--- src/rtl/mips_div_pkg.sv ---
// ============================================================================
// Module      : mips_div_pkg
// Description : Shared types, constants and helpers for the MIPS DIV/DIVU
//               iterative divider (state encoding, magnitude helper, counter
//               width helper).
// Revision    : 1.0 - initial release
// ============================================================================
`default_nettype none

package mips_div_pkg;

  // Default operand width of the MIPS integer datapath.
  localparam int DIV_WIDTH = 32;

  // Divider control states, explicitly 2 bits wide.
  typedef enum logic [1:0] {
    IDLE = 2'd0,
    CALC = 2'd1,
    FIX  = 2'd2
  } div_state_t;

  // Bits needed to count 0..w iterations.
  function automatic int cnt_width(input int w);
    return $clog2(w + 1);
  endfunction

  // Magnitude of a w-bit value held in the low bits of v. When sgn is 0 the
  // value is returned unchanged; the most-negative value maps to 2^(w-1),
  // which still fits in w unsigned bits.
  function automatic logic [63:0] abs_val(input logic [63:0] v, input int w,
                                          input logic sgn);
    logic [63:0] mask;
    mask = (w >= 64) ? {64{1'b1}} : ((64'd1 << w) - 64'd1);
    if (sgn && v[w-1])
      return ((~v) + 64'd1) & mask;
    return v & mask;
  endfunction

endpackage : mips_div_pkg

`default_nettype wire

--- src/rtl/mips_divider_div_step.sv ---
// ============================================================================
// Module      : div_step
// Description : One combinational restoring-division iteration. Shifts the
//               {rem,quo} pair left by one, trial-subtracts the divisor and
//               restores when the trial goes negative.
// Revision    : 1.0 - initial release
// ============================================================================
`default_nettype none

module div_step #(
  parameter int WIDTH = 32
) (
  input  logic [WIDTH:0]   rem,
  input  logic [WIDTH-1:0] quo,
  input  logic [WIDTH-1:0] divisor,
  output logic [WIDTH:0]   rem_next,
  output logic [WIDTH-1:0] quo_next
);

  logic [WIDTH:0] w_shift_rem;
  logic [WIDTH:0] w_trial;

  // The extra remainder bit keeps the trial subtraction's sign visible.
  assign w_shift_rem = {rem[WIDTH-1:0], quo[WIDTH-1]};
  assign w_trial     = w_shift_rem - {1'b0, divisor};

  // Keep the trial result when non-negative, otherwise restore.
  always_comb begin
    rem_next = w_shift_rem;
    quo_next = {quo[WIDTH-2:0], 1'b0};
    if (!w_trial[WIDTH]) begin
      rem_next = w_trial;
      quo_next = {quo[WIDTH-2:0], 1'b1};
    end
  end

endmodule : div_step

`default_nettype wire

--- src/rtl/mips_divider.sv ---
// ============================================================================
// Module      : mips_divider
// Description : Multi-cycle restoring divider for MIPS DIV/DIVU. Quotient is
//               returned in lo, remainder in hi. Constant WIDTH+1 cycle
//               latency; abort cancels an in-flight operation.
//               Optional macro MIPS_DIV_EARLY_ZERO_EN: a zero divisor skips
//               the iteration phase and completes one edge after start.
// Revision    : 1.0 - initial release
// ============================================================================
`default_nettype none

module mips_divider
  import mips_div_pkg::*;
#(
  parameter int WIDTH = DIV_WIDTH
) (
  input  logic             clk,
  input  logic             rst_n,
  input  logic             start,
  input  logic             is_unsigned,
  input  logic [WIDTH-1:0] op1,
  input  logic [WIDTH-1:0] op2,
  input  logic             abort,
  output logic             busy,
  output logic             done,
  output logic             div_zero,
  output logic [WIDTH-1:0] hi,
  output logic [WIDTH-1:0] lo
);

  localparam int             CW     = cnt_width(WIDTH);
  localparam logic [CW-1:0]  c_last = CW'(WIDTH - 1);

  div_state_t       r_state, w_next;
  logic [CW-1:0]    r_cnt;
  logic [WIDTH:0]   r_rem;
  logic [WIDTH-1:0] r_quo;
  logic [WIDTH-1:0] r_div;
  logic [WIDTH-1:0] r_op1;
  logic             r_neg_q, r_neg_r, r_zero;
  logic             r_done, r_div_zero;
  logic [WIDTH-1:0] r_hi, r_lo;

  logic [WIDTH:0]   w_rem_nx;
  logic [WIDTH-1:0] w_quo_nx;
  logic [WIDTH-1:0] w_mag1, w_mag2;
  logic             w_accept, w_skip;

  // A simultaneous abort suppresses a new request.
  assign w_accept = start && !abort;
  assign w_mag1   = WIDTH'(abs_val(64'(op1), WIDTH, !is_unsigned));
  assign w_mag2   = WIDTH'(abs_val(64'(op2), WIDTH, !is_unsigned));

`ifdef MIPS_DIV_EARLY_ZERO_EN
  assign w_skip = (op2 == '0);
`else
  assign w_skip = 1'b0;
`endif

  div_step #(.WIDTH(WIDTH)) u_step (
    .rem      (r_rem),
    .quo      (r_quo),
    .divisor  (r_div),
    .rem_next (w_rem_nx),
    .quo_next (w_quo_nx)
  );

  // State register.
  always_ff @(posedge clk or negedge rst_n) begin
    if (!rst_n) r_state <= IDLE;
    else        r_state <= w_next;
  end

  // Next-state logic; abort returns any busy state to IDLE.
  always_comb begin
    w_next = r_state;
    case (r_state)
      IDLE:    if (w_accept) w_next = w_skip ? FIX : CALC;
      CALC:    if (r_cnt == c_last) w_next = FIX;
      FIX:     w_next = IDLE;
      default: w_next = IDLE;
    endcase
    if (abort && (r_state != IDLE)) w_next = IDLE;
  end

  // Operand capture, iteration and result sign fix-up.
  always_ff @(posedge clk or negedge rst_n) begin
    if (!rst_n) begin
      r_cnt      <= '0;
      r_rem      <= '0;
      r_quo      <= '0;
      r_div      <= '0;
      r_op1      <= '0;
      r_neg_q    <= 1'b0;
      r_neg_r    <= 1'b0;
      r_zero     <= 1'b0;
      r_done     <= 1'b0;
      r_div_zero <= 1'b0;
      r_hi       <= '0;
      r_lo       <= '0;
    end else begin
      r_done <= 1'b0;
      case (r_state)
        IDLE: begin
          if (w_accept) begin
            r_cnt   <= '0;
            r_rem   <= '0;
            r_quo   <= w_mag1;
            r_div   <= w_mag2;
            r_op1   <= op1;
            r_neg_q <= !is_unsigned && (op1[WIDTH-1] ^ op2[WIDTH-1]);
            r_neg_r <= !is_unsigned && op1[WIDTH-1];
            r_zero  <= (op2 == '0);
          end
        end
        CALC: begin
          r_rem <= w_rem_nx;
          r_quo <= w_quo_nx;
          r_cnt <= r_cnt + CW'(1);
        end
        FIX: begin
          if (!abort) begin
            r_done     <= 1'b1;
            r_div_zero <= r_zero;
            if (r_zero) begin
              r_lo <= '1;
              r_hi <= r_op1;
            end else begin
              r_lo <= r_neg_q ? -r_quo : r_quo;
              r_hi <= r_neg_r ? -r_rem[WIDTH-1:0] : r_rem[WIDTH-1:0];
            end
          end
        end
        default: ;
      endcase
    end
  end

  assign busy     = (r_state != IDLE);
  assign done     = r_done;
  assign div_zero = r_div_zero;
  assign hi       = r_hi;
  assign lo       = r_lo;

endmodule : mips_divider

`default_nettype wire

--- config.mk ---
export PLATFORM = sky130hd
export DESIGN_NAME = mips_divider
export DESIGN_NICKNAME = d
export VERILOG_FILES = /design/src/rtl/mips_div_pkg.sv /design/src/rtl/mips_divider_div_step.sv /design/src/rtl/mips_divider.sv
export SDC_FILE = /design/constraint.sdc
export NUM_CORES = 1
export LEC_CHECK = 0
export BUFFER_PORTS_ARGS = -buffer_cell sky130_fd_sc_hd__buf_2
export CORE_ASPECT_RATIO = 1.5
export CORE_UTILIZATION = 44
export DETAILED_ROUTE_END_ITERATION = 10
export PLACE_DENSITY_LB_ADDON = 0.25
export SYNTH_ARGS = -nofsm -noshare
export SYNTH_HDL_FRONTEND = slang
export SYNTH_SLANG_ARGS = --single-unit
export TNS_END_PERCENT = 10
--- constraint.sdc ---
create_clock -name clk -period 3 [get_ports clk]
set_clock_uncertainty 0.2 [all_clocks]
set_input_delay 0.45 -clock clk [delete_from_list [all_inputs] [get_ports clk]]
set_output_delay 0.45 -clock clk [all_outputs]
set_load 0.02 [all_outputs]
* Yosys cells after proc, flatten, opt, wreduce, memory -nomap -nowiden
Cells that the tools add are included.
Storage, ports and cells: output and inout port bits 67, register bits after elaboration 205
Cells by class: muxes and demuxes 24, reductions and logical operators 15, $add $sub $neg 6, eq/ne operators 6, bitwise logic cells 4
Operators by type and width (number):
- 32-bit two-way mux | 11
- 32-bit case mux with 2 select lines | 2
- 32-bit by 1-bit adder with 32-bit output (second input constant) | 2
- 32-bit negator | 2
- 32-bit NOT | 2
- 33-bit by 32-bit subtractor with 33-bit output | 1
- 32-bit zero test | 1
- 6-bit case mux with 2 select lines | 1
- 2-bit AND reduction | 4
- 6-bit by 1-bit adder with 6-bit output (second input constant) | 1
- 6-bit by 5-bit equality test with 1-bit output (second input constant) | 1
- 2-bit two-way mux | 3
- 6-bit two-way mux | 1
- 3-bit != test (second input constant) | 2
- 1-bit logical AND | 5
- 1-bit two-way mux | 5
- 2-bit case mux with 2 select lines | 1
- 2-bit nonzero test | 2
- 2-bit by 1-bit equality test with 1-bit output (second input constant) | 1
- 2-bit equality test (second input constant) | 1
- 1-bit zero test | 2
- 2-bit zero test | 1
- 2-bit != test (second input constant) | 1
- 1-bit NOT | 1
- 1-bit bitwise XOR | 1

* Logic depth before layout (Yosys ltp)
depth in word-level cells 6, gate-level depth with buffers 13, mapped depth without buffers 12

* Cells and area by module
From an unflattened synthesis, not the netlist that was laid out.
Second synthesis, totals: cell total of the unflattened synthesis 1612, area, all modules 13429.1 um^2
By module, submodules not included:
- mips_divider | cells an instance 1226, area an instance 10734.0 um^2, instances 1
- div_step | cells an instance 386, area an instance 2695.1 um^2, instances 1

* Worst setup path before layout
OpenSTA, ideal clock, no wires.
path kind register to register, start point reg r_rem[2], end point reg r_rem[4], cell stages (with the launch flop) 12, slack -339 ps, path buffers 1, period minus slack after synthesis 3339 ps, library setup time 135 ps, data arrival time 3004 ps, data required time 2665 ps, path through dfrtp_1 ha_1 o211ai_1 a21oi_1 or4_1 a311oi_2 o2111ai_1 nand2_1 xnor2_2 buf_2 mux2i_1 o21ai_0
Between the ends: longest elaborated chain between the ends 3
RTL lines:
- start: declaration | line mips_divider.sv:36 | logic [WIDTH:0] r_rem;
- start signal: assignment | line mips_divider.sv:117 | r_rem <= w_rem_nx;
- 33-bit by 32-bit subtractor with 33-bit output | line mips_divider_div_step.sv:25 | assign w_trial = w_shift_rem - {1'b0, divisor};
- 32-bit two-way mux | line mips_divider_div_step.sv:31 | if (!w_trial[WIDTH]) begin
- 32-bit case mux with 2 select lines | line mips_divider.sv:103 | case (r_state)
Every way passes these cells. A chain may end at the register's enable or synchronous reset.

* Worst setup path in the final report
start point reg r_quo[31], end point reg r_rem[17]
Between the ends: longest elaborated chain between the ends 3
RTL lines:
- start: declaration | line mips_divider.sv:37 | logic [WIDTH-1:0] r_quo;
- start signal: assignment | line mips_divider.sv:108 | r_quo <= w_mag1;
- start signal: assignment | line mips_divider.sv:118 | r_quo <= w_quo_nx;
- 33-bit by 32-bit subtractor with 33-bit output | line mips_divider_div_step.sv:25
- 32-bit two-way mux | line mips_divider_div_step.sv:31
- 32-bit case mux with 2 select lines | line mips_divider.sv:103
Every way passes these cells.

==> impl_metrics.json <==
{
  "drt_pre_antenna_iters": 5,
  "overflow": 0,
  "synth_ff_type": "dfrtp_1",
  "outcome": "complete, but fails checks",
  "die_w_um": 140.3,
  "grt_pass1_wl_um": 58280,
  "post-dp-hpwl_um": 26620,
  "wirelength_um": 35610,
  "reg2reg_slack_ns": -0.1,
  "clk_pin_slew_ns": 0.06,
  "crit_chain": "inv_2 -> ha_4 -> fa_2 -> nand2b_4 -> a21oi_2 -> or4_4 -> a311oi_4 -> o2111ai_2 -> nand2_4 -> xnor2_4 -> buf_6 -> mux2i_1 -> o21ai_1",
  "synthArstFlopShare": 1.000,
  "p_clk_frac": 0.209,
  "drcViolationCount": 0,
  "violations": "setup timing",
  "grt_max_degree": 67,
  "fmax_mhz": 322.7,
  "required_ns": 3.17,
  "worst-setup-path-type": "reg -> reg",
  "worst-path-buf-inv": 2,
  "cp-startpoint": "r_quo[31]",
  "switchingPower_mw": 5.448,
  "cts-root-buf": "clkbuf_16",
  "yosysSeqAreaShare": 0.4066,
  "postRouteAntennaNets": 0,
  "syn_area_um2": 12620,
  "hp-start": "op1[31]",
  "endpoint_kind": "flop",
  "crit_family": "simple AND/OR/NAND/NOR gates",
  "layout_min_cycle_time_ns": 3.099,
  "fin_crit_sh": 1.033,
  "avgSynthCellArea_um2": 8.355,
  "antenna_found_initial": 0,
  "synth_enable_flop_cells": 0,
  "ys_warn_count": 0,
  "htree_levels": 1,
  "clkLatencyLatePin_ns": 0.52,
  "powerDensity_nw_per_um2": 876.8,
  "reg2reg_from": "r_quo[31]",
  "tightest_slew_ns": 1.009,
  "clock-sinks": 205,
  "grt_usage": 0.2472,
  "combPwrFrac": 0.519,
  "n_antenna_cell": 0,
  "peakVddDrop_uv": 369.5,
  "cp.arrival_ns": 3.27,
  "port_buffers": 135,
  "cts_buffer_depth": 3,
  "fillers": 2576,
  "synth_cells": 1510,
  "numCtsBuffers": 22,
  "leakagePower_nw": 7.585,
  "grt_pass1_vias": 11680,
  "rsz0062_at_grt": "yes",
  "setup-tns-final_ns": -1.936,
  "wl_per_cell_um": 16.63,
  "post-place-ws_ns": -0.3789,
  "viasPerCell": 5.505,
  "first_iter_violations": 657,
  "layout_common_cells": "nand2_1, dfrtp_1, o21ai_0, buf_4, buf_2",
  "reg2reg_to": "r_rem[17]",
  "syn_to_final_growth_pct": 26.48,
  "drv_cap": 0,
  "rows": 75,
  "final_common_cell": "nand2_1",
  "max_stage_delay_ns": 0.46,
  "dr_total_vias": 11790,
  "start_util": 0.4496,
  "synth_nets": 1617,
  "seq_power_share": 0.273,
  "fin_ws_ns": -0.09932,
  "hp-class": "in -> reg",
  "ys_types": 55,
  "tritoncts": "built",
  "crit_path_top_delay_cell": "or4_4",
  "final_layout_size_suffix_gt1_frac": 0.2095,
  "place_area_um2": 14770,
  "core_area_um2": 28060,
  "whs_ns": 0.02422,
  "ios": 136,
  "crit_fanout": 6,
  "netSwitchingFraction": 0.3894,
  "finalPower_mw": 13.99,
  "p_int_mw": 8.543,
  "reg2reg_depth": 13,
  "slew_headroom": 0.3231,
  "endpoint": "r_rem[17]",
  "nNetsFinal": 1886,
  "setup_violations": 29,
  "die_h_um": 209.4,
  "finalMaxSlewViolations": 0,
  "finalHoldViolCount": 0,
  "gp_congestion": 0.8747,
  "cp.depth": 13,
  "synth-seq-cells": 205,
  "start_kind": "flop",
  "stdcell_area_um2": 15960,
  "die-area_um2": 29370
}
-- final cells by class --
class,instances,area (um2),share of cell area
Clock buffer,28,594.3,0.03725
Clock inverter,12,166.4,0.01043
Inverter,50,187.7,0.01176
Multi-Input combinational cell,1175,7188,0.4505
Sequential cell,205,5131,0.3216
Tap cell,346,432.9,0.02713
Timing Repair Buffer,325,2256,0.1414
-- cells by family (layout without fill, tap and decap cells) --
family | Yosys count | count (layout) | synth area share
and+or+nand+nor | 519 | 519 | 0.1846
AOI/OAI and AO/OA | 438 | 438 | 0.2034
DFF | 205 | 205 | 0.4066
xor gates and xnor gates | 149 | 150 | 0.1040
buffers and inverters | 131 | 415 | 0.03927
adders and majority gates | 38 | 38 | 0.03828
muxes | 30 | 30 | 0.02380
-- sequential cells by signal (all words and copies together), names as in the netlist --
name      flops
r_neg_q       1
r_neg_r       1
r_cnt         6
r_div        32
r_rem        32
hi           32
r_op1        32
div_zero      1
done          1
r_zero        1
r_state       2
lo           32
r_quo        32
-- cells in the mapped netlist, types with 3 or more instances --
| cell | number | area [um2] |
|---|---|---|
| nand3_1 | 41 | 205.2 |
| nor4_1 | 12 | 75.07 |
| a21oi_1 | 120 | 600.6 |
| o211ai_1 | 5 | 37.54 |
| inv_1 | 49 | 183.9 |
| or3_1 | 12 | 75.07 |
| o21ai_0 | 181 | 905.9 |
| buf_1 | 4 | 15.01 |
| xnor2_1 | 60 | 525.5 |
| nand2_1 | 231 | 867.1 |
| ha_1 | 37 | 462.9 |
| or4_1 | 8 | 60.06 |
| a31o_2 | 3 | 26.28 |
| nand2b_1 | 20 | 125.1 |
| and3_1 | 7 | 43.79 |
| nor2b_1 | 9 | 56.30 |
| dfrtp_1 | 205 | 5130 |
| o31ai_1 | 33 | 247.7 |
| a21o_1 | 16 | 120.1 |
| a31oi_1 | 13 | 81.33 |
| and2_1 | 3 | 18.77 |
| clkbuf_1 | 74 | 277.8 |
| xor2_1 | 88 | 770.7 |
| nor3_1 | 30 | 150.1 |
| o22ai_1 | 4 | 25.02 |
| buf_2 | 3 | 15.01 |
| nor2_1 | 122 | 457.9 |
| mux2i_1 | 30 | 300.3 |
| or4_4 | 3 | 33.78 |
| nand3b_1 | 3 | 22.52 |
| a22oi_1 | 30 | 225.2 |
| o41ai_1 | 14 | 122.6 |
| nand4_1 | 11 | 68.82 |
-- worst register-to-register path, stage by stage (launching register included) --
cell and delay (ns):
dfrtp_1 0.39, inv_2 0.08, ha_4 0.14, fa_2 0.19, nand2b_4 0.12, a21oi_2 0.05, or4_4 0.46, a311oi_4 0.33
o2111ai_2 0.18, nand2_4 0.17, xnor2_4 0.20, buf_6 0.18, mux2i_1 0.19, o21ai_1 0.08
-- layer usage --
metal / track usage / wire length (um) / up-vias
li1: - / - / 5843
met1: 0.2892 / 14500 / 5596
met2: 0.4579 / 18450 / 280
met3: 0.02327 / 1411 / 67
met4: 0.1034 / 1257 / 0
met5: 0 / 0 / -
-- metrics by stage --
step,cells,util
2_1_floorplan,1510,-
3_3_place_gp,2067,0.5264
3_5_place_dp,2067,0.5264
4_1_cts,2138,0.5654
5_1_grt,2141,0.5687
6_report,2141,0.5687
-- worst min path at each step --
stage / slack (ns) / cells after the start / endpoint
2_1_floorplan: -0.05 / 0 / div_zero
3_3_place_gp: 0.26 / 2 / r_op1[14]
3_5_place_dp: 0.26 / 2 / r_op1[26]
4_1_cts: 0.002 / 3 / r_op1[5]
5_1_grt: 0.04 / 3 / r_op1[6]
6_report: 0.02 / 3 / r_op1[31]
-- power groups by stage --
stage / sequential, mW / clock (mW) / combinational (mW)
3_3_place_gp: 3.83 / 0 / 6.77
6_report: 3.82 / 2.92 / 7.26
3_5_place_dp: 3.84 / 0 / 6.88
4_1_cts: 3.81 / 2.97 / 7.11
2_1_floorplan: 3.84 / 0 / 4.37
5_1_grt: 3.88 / 3.09 / 8.02
-- timing repair --
| action | 4_1_cts | 5_1_grt |
|---|---|---|
| setup buffers | 3 | 3 |
| resized for setup | 24 | 18 |
| hold buffers | 27 | 0 |
| gates cloned | 1 | 0 |
| endpoints found under the setup margin | 33 | 38 |
| endpoints found under the hold margin | 86 | 0 |
| pin swaps | 4 | 4 |
Power figures use the tool's default switching activity.
